[config.mk]
export PLATFORM = sky130hd
export DESIGN_NAME = func_gen_ctrl_flat
export DESIGN_NICKNAME = d
export VERILOG_FILES = /design/src/rtl/func_gen_ctrl_pkg.sv /design/src/rtl/func_gen_ctrl_if.sv /design/src/rtl/func_gen_ctrl_tick_prescaler.sv /design/src/rtl/func_gen_ctrl.sv /design/src/flat_wrapper.sv
export SDC_FILE = /design/constraint.sdc
export NUM_CORES = 1
export LEC_CHECK = 0
export ABC_AREA = 1
export CORE_MARGIN = 2
export CORE_UTILIZATION = 45
export DETAILED_ROUTE_END_ITERATION = 8
export HOLD_SLACK_MARGIN = 0.05
export PLACE_DENSITY = 0.84
export SYNTH_ARGS = -nofsm -noshare
export SYNTH_HDL_FRONTEND = slang
export SYNTH_SLANG_ARGS = --single-unit
export TNS_END_PERCENT = 100
[constraint.sdc]
create_clock -name clk -period 1.7 [get_ports clk]
set_clock_uncertainty 0.05 [all_clocks]
set_input_delay 0.17 -clock clk [delete_from_list [all_inputs] [get_ports clk]]
set_output_delay 0.17 -clock clk [all_outputs]
set_load 0.01 [all_outputs]
[src/rtl/func_gen_ctrl_pkg.sv]
// func_gen_ctrl_pkg: controller state encoding, waveform codes and the sample scaler.
package func_gen_ctrl_pkg;
    typedef enum logic [1:0] {RUN, DRAIN, GRST} state_t;
    localparam logic [1:0] WAVE_SINE = 2'd0;
    localparam logic [1:0] WAVE_SQUARE = 2'd1;
    localparam logic [1:0] WAVE_TRI = 2'd2;
    localparam logic [1:0] WAVE_SAW = 2'd3;
    localparam logic [7:0] MIDSCALE = 8'd128;

    // Centre on midscale, attenuate arithmetically, re-bias; the low 8 bits always land in 0..255.
    function automatic logic [7:0] scale_sample(input logic [7:0] s, input logic [1:0] sh);
        logic signed [8:0] c;
        c = $signed({1'b0, s}) - 9'sd128;
        c = c >>> sh;
        return c[7:0] + MIDSCALE;
    endfunction
endpackage

[src/rtl/func_gen_ctrl_if.sv]
// func_gen_ctrl_if: request handshake, generator samples and control outputs of the controller.
interface func_gen_ctrl_if #(parameter int DIV_W = 8);
    logic             sel_valid;
    logic [1:0]       sel_wave;
    logic             sel_ready;
    logic [DIV_W-1:0] freq_div;
    logic [1:0]       amp_shift;
    logic [7:0]       sin_in;
    logic [7:0]       sq_in;
    logic [7:0]       tri_in;
    logic [7:0]       saw_in;
    logic             tick;
    logic             gen_rst;
    logic [1:0]       wave_sel;
    logic [7:0]       wave_out;

    modport master (
        output sel_valid, sel_wave, freq_div, amp_shift, sin_in, sq_in, tri_in, saw_in,
        input  sel_ready, tick, gen_rst, wave_sel, wave_out
    );
    modport slave (
        input  sel_valid, sel_wave, freq_div, amp_shift, sin_in, sq_in, tri_in, saw_in,
        output sel_ready, tick, gen_rst, wave_sel, wave_out
    );
endinterface

[src/rtl/func_gen_ctrl_tick_prescaler.sv]
// tick_prescaler: one-cycle tick every freq_div+1 enabled cycles; held at zero while disabled.
module tick_prescaler #(
    parameter int DIV_W = 8
) (
    input  logic             clk,
    input  logic             rst,
    input  logic             en,
    input  logic [DIV_W-1:0] freq_div,
    output logic             tick
);
    logic [DIV_W-1:0] cnt_q, cnt_d;

    // >= rather than == so a freq_div lowered below the count ticks straight away.
    always_comb begin
        tick = en && (cnt_q >= freq_div);
        cnt_d = (!en || tick) ? '0 : cnt_q + 1'b1;
    end

    always_ff @(posedge clk) begin
        cnt_q <= rst ? '0 : cnt_d;
    end
endmodule

[src/rtl/func_gen_ctrl.sv]
// func_gen_ctrl: waveform selector that drains to a rising midscale crossing before
// switching, then pulses gen_rst so the new generator starts in phase.
module func_gen_ctrl
    import func_gen_ctrl_pkg::*;
#(
    parameter int DIV_W      = 8,
    parameter int TIMEOUT    = 1024,
    parameter int RST_CYCLES = 2
) (
    input logic           clk,
    input logic           rst,
    func_gen_ctrl_if.slave bus
);
    localparam int DW = $clog2(TIMEOUT + 1);
    localparam int GW = $clog2(RST_CYCLES + 1);

    state_t          state_q, state_d;
    logic [GW-1:0]   grst_cnt_q, grst_cnt_d;
    logic [DW-1:0]   drain_cnt_q, drain_cnt_d;
    logic [1:0]      wave_sel_q, wave_sel_d;
    logic [1:0]      pending_q, pending_d;
    logic            prev_msb_q, prev_msb_d;
    logic [7:0]      wave_out_q, wave_out_d;
    logic [7:0]      sample;
    logic            tick;
    logic            sel_ready;
    logic            crossing;

    tick_prescaler #(.DIV_W(DIV_W)) u_presc (
        .clk      (clk),
        .rst      (rst),
        .en       (state_q != GRST && !rst),
        .freq_div (bus.freq_div),
        .tick     (tick)
    );

    assign sel_ready    = state_q == RUN && !rst;
    assign bus.sel_ready = sel_ready;
    assign bus.tick     = tick;
    assign bus.gen_rst  = state_q == GRST || rst;
    assign bus.wave_sel = wave_sel_q;
    assign bus.wave_out = wave_out_q;

    always_comb begin
        sample = (wave_sel_q == WAVE_SINE)   ? bus.sin_in :
                 (wave_sel_q == WAVE_SQUARE) ? bus.sq_in  :
                 (wave_sel_q == WAVE_TRI)    ? bus.tri_in : bus.saw_in;
        crossing = !prev_msb_q && sample[7];
        state_d = state_q;
        grst_cnt_d = grst_cnt_q;
        drain_cnt_d = drain_cnt_q;
        wave_sel_d = wave_sel_q;
        pending_d = pending_q;
        prev_msb_d = tick ? sample[7] : prev_msb_q;
        if (state_q == RUN) begin
            if (bus.sel_valid && sel_ready && bus.sel_wave != wave_sel_q) begin
                state_d = DRAIN;
                pending_d = bus.sel_wave;
                drain_cnt_d = '0;
            end
        end else if (state_q == DRAIN) begin
            if (tick && (crossing || drain_cnt_q == DW'(TIMEOUT - 1))) begin
                state_d = GRST;
                grst_cnt_d = '0;
                wave_sel_d = pending_q;
            end else if (tick) begin
                drain_cnt_d = drain_cnt_q + 1'b1;
            end
        end else begin
            state_d = (grst_cnt_q == GW'(RST_CYCLES - 1)) ? RUN : GRST;
            grst_cnt_d = (grst_cnt_q == GW'(RST_CYCLES - 1)) ? grst_cnt_q : grst_cnt_q + 1'b1;
        end
        // Parking at midscale on GRST entry keeps the output centred for the whole reset pulse.
        wave_out_d = (state_d == GRST) ? MIDSCALE :
                     tick ? scale_sample(sample, bus.amp_shift) : wave_out_q;
    end

    always_ff @(posedge clk) begin
        if (rst) begin
            state_q     <= GRST;
            grst_cnt_q  <= '0;
            drain_cnt_q <= '0;
            wave_sel_q  <= WAVE_SINE;
            pending_q   <= WAVE_SINE;
            prev_msb_q  <= 1'b0;
            wave_out_q  <= MIDSCALE;
        end else begin
            state_q     <= state_d;
            grst_cnt_q  <= grst_cnt_d;
            drain_cnt_q <= drain_cnt_d;
            wave_sel_q  <= wave_sel_d;
            pending_q   <= pending_d;
            prev_msb_q  <= prev_msb_d;
            wave_out_q  <= wave_out_d;
        end
    end
endmodule
[src/flat_wrapper.sv]
// flat-port wrapper written by rule: the top's interface ports become plain ports
module func_gen_ctrl_flat import func_gen_ctrl_pkg::*;
#(
    parameter int DIV_W      = 8,
    parameter int TIMEOUT    = 1024,
    parameter int RST_CYCLES = 2
)
  (clk, rst, bus_sel_valid, bus_sel_wave, bus_freq_div, bus_amp_shift, bus_sin_in, bus_sq_in, bus_tri_in, bus_saw_in, bus_sel_ready, bus_tick, bus_gen_rst, bus_wave_sel, bus_wave_out);
  func_gen_ctrl_if #(.DIV_W(DIV_W)) bus_i ();
  input logic clk;
  input logic rst;
  input wire logic [$bits(bus_i.sel_valid)-1:0] bus_sel_valid;
  input wire logic [$bits(bus_i.sel_wave)-1:0] bus_sel_wave;
  input wire logic [$bits(bus_i.freq_div)-1:0] bus_freq_div;
  input wire logic [$bits(bus_i.amp_shift)-1:0] bus_amp_shift;
  input wire logic [$bits(bus_i.sin_in)-1:0] bus_sin_in;
  input wire logic [$bits(bus_i.sq_in)-1:0] bus_sq_in;
  input wire logic [$bits(bus_i.tri_in)-1:0] bus_tri_in;
  input wire logic [$bits(bus_i.saw_in)-1:0] bus_saw_in;
  output wire logic [$bits(bus_i.sel_ready)-1:0] bus_sel_ready;
  output wire logic [$bits(bus_i.tick)-1:0] bus_tick;
  output wire logic [$bits(bus_i.gen_rst)-1:0] bus_gen_rst;
  output wire logic [$bits(bus_i.wave_sel)-1:0] bus_wave_sel;
  output wire logic [$bits(bus_i.wave_out)-1:0] bus_wave_out;
  assign bus_i.sel_valid = bus_sel_valid;
  assign bus_i.sel_wave = bus_sel_wave;
  assign bus_i.freq_div = bus_freq_div;
  assign bus_i.amp_shift = bus_amp_shift;
  assign bus_i.sin_in = bus_sin_in;
  assign bus_i.sq_in = bus_sq_in;
  assign bus_i.tri_in = bus_tri_in;
  assign bus_i.saw_in = bus_saw_in;
  assign bus_sel_ready = bus_i.sel_ready;
  assign bus_tick = bus_i.tick;
  assign bus_gen_rst = bus_i.gen_rst;
  assign bus_wave_sel = bus_i.wave_sel;
  assign bus_wave_out = bus_i.wave_out;
  func_gen_ctrl #(.DIV_W(DIV_W), .TIMEOUT(TIMEOUT), .RST_CYCLES(RST_CYCLES)) u_core (.clk(clk), .rst(rst), .bus(bus_i));
endmodule
==> impl_results.md, run 1 <==
* Outcome: complete, but fails checks
* Failing checks: negative setup slack
* Synth top area share at 0.305
* Initial antenna violation count at 0
* Most frequent cells after synthesis: nand2_1, nor2_1, nand3_1
* I/O Buffers at 59
* Std-Cell Rows at 26
* Leak at ~0.0017 uW
* Vias in the first global route at about 2800
* Post-route cell area at 3920 um2
* Mapped Nets at 417
* Synthesized flop and latch total at 36
* Fin nets at 530
* Post-synth top area cell: dfxtp_1
* Grt ovf at 0
* Mapped Area at 2360 um2
* # setup viols final at 30
* Slack of the critical path at -302 ps
* Final GP Congestion at 0.882
* DR pass1 iterations at 4
* Core area at 5070 um2
* Dpl hpwl at 5260 um
* Fin crit share at 1.18
* Syn avg cell area at roughly 6.6 um2
* Setup TNS at -5670 ps
* Achievable Freq at 500 MHz
* Die area at 5840 um2
* H-tree levels at 2
* DIE WIDTH at about 76 um
* Ys flop type: dfxtp_1
* DR iter-0 viols at approximately 180
* Sequential share of the synthesized area at 0.305
* Clock root cell: clkbuf_8
* Drt total wl at 8620 um
* Max-slew violation count at 0
* PD cells at 582 nW/um2
* Post-synthesis instance total at 359
* Crit-path max FO at 4
* Clock Sinks at 36
* Ys async rst share at 0
* Required time worst endpoint at 1820 ps
* Setup slack, reg-to-reg at -300 ps
* Critical path class: reg2reg
* Worst skew pair latency at 280 ps
* Layout fillers at between 300 and 400
* IR drop worst, VDD at around 0.00045 V
* First-pass GRT wire length at 13000 um
* CTS tree: built
* WHS Path Cells at 2
* Synth Warn # at 0
* Unrepaired setup endpoints after global routing: yes
* Unique masters post-synth at 29
* Slew @ Worst Pin at between 200 and 300 ps
* Terminus of the critical flop-to-flop path: u_core.drain_cnt_q[0]$_SDFFE_PP0P_
* Max Cap Viol at 0
* DRC at 0
* Via/cell ratio at about 5.3
* Post-DP Area at 3360 um2
* GRT Resource Usage Total at 0.276
* Clock buffer depth at 2
* Worst Path Arrival at approximately 2100 ps
* Hold Path Class: reg2reg
* R2R depth at 11
* Share of post-route cells with drive strength above 1 at 0.337
* I/O Pins at 60
* Clock slew at reported path FFs at 70 ps
* Die H at 76.4 um
* Crit path time final at 2000 ps
* Worst setup EP type: flop
* Routed Antenna Nets at 0
* Via count at 2858
* Fin util at 0.773
* Routed length per instance at 15.9 um
* Setup crit end: u_core.drain_cnt_q[0]$_SDFFE_PP0P_
* Cell with the most instances after synthesis: nand2_1
* Diodes inserted at 0
* CTS buffer count at 5
* Synth top area cells: dfxtp_1, nand2_1, nand3_1
* CP Launch Type: flop
* R2r startpoint: u_core.u_presc.cnt_q[7]$_SDFF_PP0_
* Post-synth EDFFs at 0
* Area Overhead vs Synth at 66.2%
* Rel. slew slack at 0.802
* Starting Density at 0.465
* Final Hold Fails at 0
* Crit path from: u_core.u_presc.cnt_q[7]$_SDFF_PP0_
* Pin count of the biggest net entering global routing at 11
==> area by class of cell <==
type | count | area (um2) | share of cell area
multi-input cells | 276 | 1820 | 0.463
repair buffers | 115 | 1060 | 0.271
clock inverters | 1 | 5.00 | 0.00128
inverters | 38 | 145 | 0.0370
flip-flops and latches | 36 | 732 | 0.187
clock buffers | 6 | 72.6 | 0.0185
well taps | 70 | 87.6 | 0.0223
==> metrics by stage <==
stage	setup slack (ps)	power (uW)	hold WS, ps	cells
floorplan	18.0	1250	285	359
global placement	-610	1520	396	522
detailed placement	-712	1540	410	522
CTS	-152	2190	422	541
global route	-390	2390	452	542
finish	-302	2280	421	542
==> kinds of logic after synthesis <==
logic type,after synthesis,share of synthesized area
simple gates,210,0.414
compound gates,43,0.0970
flops,36,0.305
buf+inv,48,0.0848
xor+xnor,11,0.0408
fa+ha+maj,11,0.0583
==> power by group <==
group / switching (uW) / internal [uW] / total [uW]
clock network: 280 / 278 / 558
registers: 45.1 / 890 / 935
logic: 442 / 349 / 790
==> how the worst min path moves through the flow <==
stage | end | slack [ps] | from
floorplan | u_core.pending_q[0]$_SDFFE_PP0P_ | 290 | bus_sel_wave[0]
global placement | u_core.grst_cnt_q[0]$_SDFFE_PP0P_ | 400 | u_core.grst_cnt_q[0]$_SDFFE_PP0P_
detailed placement | u_core.bus.wave_out[4]$_SDFFE_PP0P_ | 410 | u_core.bus.wave_out[4]$_SDFFE_PP0P_
CTS | u_core.bus.wave_out[4]$_SDFFE_PP0P_ | 420 | u_core.bus.wave_out[4]$_SDFFE_PP0P_
global route | u_core.bus.wave_sel[1]$_SDFFE_PP0P_ | 450 | u_core.pending_q[1]$_SDFFE_PP0P_
finish | u_core.bus.wave_out[4]$_SDFFE_PP0P_ | 420 | u_core.bus.wave_out[4]$_SDFFE_PP0P_
==> registers in the layout, summed over array words and instances (netlist names) <==
signal and flops:
u_core.drain_cnt_q 11, u_core.bus.wave_out 8, u_core.bus.wave_sel 2, u_core.prev_msb_q 1
u_core.u_presc.cnt_q 8, u_core.grst_cnt_q 2, u_core.state_q 2, u_core.pending_q 2
==> timing repair <==
action	in CTS	in global routing
hold buffers	0	0
endpoints found under the setup margin	30	35
pin swaps	31	23
gates cloned	1	0
gates resized for setup	64	51
setup buffers	12	4
==> critical path, cell delays in order, from the launching register on <==
cell and delay [ps]:
dfxtp_2 330, ha_4 280, nand2_4 60, nor2_4 120
nand4_1 180, nand3_4 170, buf_6 140, nand4_4 120
nand2_4 140, inv_1 80, nor2_2 120, nor2_1 80
==> routing by layer <==
layer	vias up	share of wire	global-route usage
met5	-	0	0
met1	1323	0.40	0.291
li1	1386	-	-
met3	22	0.060	0.0711
met4	0	0.027	0.125
met2	127	0.51	0.510
==> placed cells by master, fill, tap and decap left out, types with 5 or more instances in the layout <==
master and instances:
nor2_1 44, nor2_2 6, nand2_1 66, a21oi_1 14, nor2_4 8, nand2_2 12, o21ai_0 11, nand3_1 40
nand2_4 12, dfxtp_1 27, buf_4 48, dlygate4sd2_1 8, dfxtp_2 9, buf_6 5, a21oi_2 13, inv_1 25
ha_4 7, nand3_4 5, nor3_1 5, inv_2 12, clkbuf_8 5, clkdlybuf4s50_1 49, xor2_1 6
(Power assumes the default switching activity.)
==> run 2: changes to the inputs <==
--- a/config.mk
+++ b/config.mk
@@ -11,6 +11,7 @@
 export DETAILED_ROUTE_END_ITERATION = 8
 export HOLD_SLACK_MARGIN = 0.05
 export PLACE_DENSITY = 0.84
+export SLEW_MARGIN = 10
 export SYNTH_ARGS = -nofsm -noshare
 export SYNTH_HDL_FRONTEND = slang
 export SYNTH_SLANG_ARGS = --single-unit
==> results of run 2 <==
Final layout, timing and power as in run 1 (identical DEF).
==> run 3: changes to the inputs <==
--- a/config.mk
+++ b/config.mk
@@ -11,6 +11,7 @@
 export DETAILED_ROUTE_END_ITERATION = 8
 export HOLD_SLACK_MARGIN = 0.05
 export PLACE_DENSITY = 0.84
+export REMOVE_ABC_BUFFERS = 1
 export SLEW_MARGIN = 10
 export SYNTH_ARGS = -nofsm -noshare
 export SYNTH_HDL_FRONTEND = slang
==> impl_results.md, run 3 (synthesis results as in run 1) <==
* Leak at 0.00167 uW (-2.0%)
* Switch share at 0.317 (-0.0187)
* Worst skew pair latency at 300 ps (+20 ps)
* Crit path from: u_core.u_presc.cnt_q[7]$_SDFF_PP0_
* Setup slack, reg-to-reg at -180 ps (+130 ps)
* Met3 WL at 306 um (-41%)
* Fin crit share at 1.10 (-0.0742)
* Die H at 76.4 um (unchanged)
* Sequential group share of total power at 0.390 (-0.019)
* Commonest non-fill, non-tap cell in the layout: nand2_1
* Hold_buf cts at 0 (unchanged)
* Achievable Freq at 533 MHz (+6.7%)
* DR pass1 iterations at 6 (+2)
* CTS tree: built
* Slew @ Worst Pin at 367 ps (+73.4 ps)
* Core area at 5070 um2 (unchanged)
* IR drop worst, VDD at 0.000585 V (+30%)
* I/O Buffers at 59 (unchanged)
* WHS Path Cells at 1 (-1)
* Die area at 5840 um2 (unchanged)
* Post-route cell area at 3820 um2 (-2.7%)
* Drt total wl at 7150 um (-17%)
* Clock buffer depth at 2 (unchanged)
* Post-DP Area at 3320 um2 (-1.1%)
* Routed Antenna Nets at 0 (unchanged)
* Number of flip-flops in the largest register at 11 (unchanged)
* Grt ovf at 0 (unchanged)
* Critical path class: reg2reg
* Met1 wire length at 2890 um (-17%)
* Std-Cell Rows at 26 (unchanged)
* Via/cell ratio at 5.15 (-2.3%)
* I/O Pins at 60 (unchanged)
* Sw Pwr at 763 uW (-0.56%)
* Unrepaired setup endpoints after global routing: yes
* R2R depth at 11 (unchanged)
* Setup TNS at -3050 ps (+2620 ps)
* Crit-path max FO at 8 (+4)
* Share of post-route cells with drive strength above 1 at 0.299 (-0.0375)
* Max-slew violation count at 0 (unchanged)
* GRT Resource Usage Total at 0.231 (-0.0448)
* DIE WIDTH at 76.4 um (unchanged)
* Rel. slew slack at 0.755 (-0.0469)
* Starting Density at 0.465 (unchanged)
* Clock slew at reported path FFs at 80 ps (about the same)
* Hold path start: u_core.grst_cnt_q[0]$_SDFFE_PP0P_
* WL met2 at 3750 um (-15%)
* Slack of the critical path at -176 ps (+126 ps)
* Final Hold Fails at 0 (unchanged)
* Required time worst endpoint at 1840 ps (+20 ps)
* Worst setup EP type: flop
* # setup viols final at 27 (-10%)
* PD cells at 630 nW/um2 (+8.3%)
* Routed length per instance at 13.2 um (-17%)
* WHS Endpoint: u_core.grst_cnt_q[0]$_SDFFE_PP0P_
* Crit path time final at 1880 ps (-126 ps)
* Most frequent cells in the layout: nand2_1, nor2_1, clkdlybuf4s50_1, buf_4, nand3_1
* Clock Sinks at 36 (unchanged)
* Post-route insts no fill at 541 (-0.18%)
* Outcome: complete, but fails checks
* Vias in the first global route at 2628 (-7.4%)
* Initial antenna violation count at 0 (unchanged)
* Terminus of the critical flop-to-flop path: u_core.bus.wave_out[7]$_SDFFE_PP1P_
* Placed cells at 523 (+0.19%)
* Failing checks: negative setup slack
* CP Launch Type: flop
* Power Internal at 1640 uW (+8.3%)
* Diodes inserted at 0 (unchanged)
* Delay of the slowest critical-path stage at 340 ps (about the same)
* First-pass GRT wire length at 11100 um (-14%)
* R2r startpoint: u_core.u_presc.cnt_q[7]$_SDFF_PP0_
* H-tree levels at 2 (unchanged)
* DRC at 0 (unchanged)
* CTS buffer count at 5 (unchanged)
* Hold Path Class: reg2reg
* Fin nets at 528 (-0.38%)
* Area Overhead vs Synth at 61.6%
* Critical path cell sequence: ha_4 -> a21o_1 -> nor2_4 -> nand3_2 -> nand2_2 -> inv_4 -> buf_6 -> nand3_4 -> nand3_4 -> inv_2 -> nand3_2
* Total power at 2400 uW (+5.3%)
* Worst Path Arrival at 2010 ps (-110 ps)
* DR iter-0 viols at 133 (-26%)
* Dpl hpwl at 4770 um (-9.3%)
* Pin count of the biggest net entering global routing at 13 (+2)
* Register with the most flip-flops: u_core.drain_cnt_q
* Clock root cell: clkbuf_8
* Via count at 2788 (-2.4%)
* Worst path slowest cell: dfxtp_2
* Top Layer Used: met4
* Clk network pwr share at 0.315 (+0.070)
* Max Cap Viol at 0 (unchanged)
* Final GP Congestion at 0.953 (+8.1%)
* Combinational Power Share at 0.295 (-0.051)
==> run 3: changes by cell type in the layout (fill, tap and decap cells not counted), moves of 4 or more <==
| cell | delta |
|---|---|
| nor2_1 | +4 |
| nand2_1 | +9 |
| buf_4 | -4 |
| buf_6 | +5 |
| a21oi_2 | -5 |
| a21oi_1 | +5 |
| nand2_4 | -7 |
==> run 3: critical path, delay by kind of cell, from the launching register on <==
| kind | cells | cell delay, ps |
|---|---|---|
| AND/OR/NAND/NOR | 6 | 700 |
| flip-flops | 1 | 340 |
| buffers and inverters | 3 | 250 |
| adder cells (fa/ha/maj) | 1 | 220 |
| AO/OA/AOI/OAI | 1 | 210 |
==> run 3: layer usage <==
layer  vias up  GRT usage
met5         -          0
met4         0     0.0818
met3        27     0.0462
met2        90      0.430
met1      1290      0.259
li1       1381          -
==> run 3: worst max path at each step <==
stage	endpoint	slack, ps	depth (start not counted)
2_1_floorplan	u_core.bus.wave_out[1]$_SDFFE_PP0P_	-230	10
3_3_place_gp	bus_tick	-680	10
6_report	u_core.bus.wave_out[7]$_SDFFE_PP1P_	-180	11
4_1_cts	bus_tick	-130	8
3_5_place_dp	bus_tick	-730	10
5_1_grt	u_core.drain_cnt_q[0]$_SDFFE_PP0P_	-230	11
==> run 3: power by group through the flow <==
stage / clock (uW) / sequential (uW) / combinational [uW]
global placement: 0 / 939 / 564
detailed placement: 0 / 942 / 584
floorplan: 0 / 938 / 288
finish: 757 / 938 / 710
CTS: 770 / 930 / 634
global route: 800 / 939 / 776
==> run 3: area by class of cell <==
class,instances,area (um2)
multi-input cells,277,1720
fillers,350,1260
flip-flops and latches,36,739
repair buffers,112,1020
clock inverters,3,42.5
inverters,38,145
well taps,70,87.6
clock buffers,5,68.8
==> run 3: through the flow <==
step / hold slack (ps) / setup slack (ps) / utilization
6_report: 422 / -176 / 0.752
3_3_place_gp: 395 / -685 / 0.654
2_1_floorplan: 189 / -229 / -
5_1_grt: 429 / -227 / 0.752
4_1_cts: 418 / -134 / 0.719
3_5_place_dp: 407 / -729 / 0.654
==> run 3: timing repair <==
item,4_1_cts,5_1_grt
pin swaps,28,25
endpoints found under the setup margin,34,34
hold endpoints to repair,0,0
setup buffers,4,4
cloned,1,1
gates resized for setup,62,37
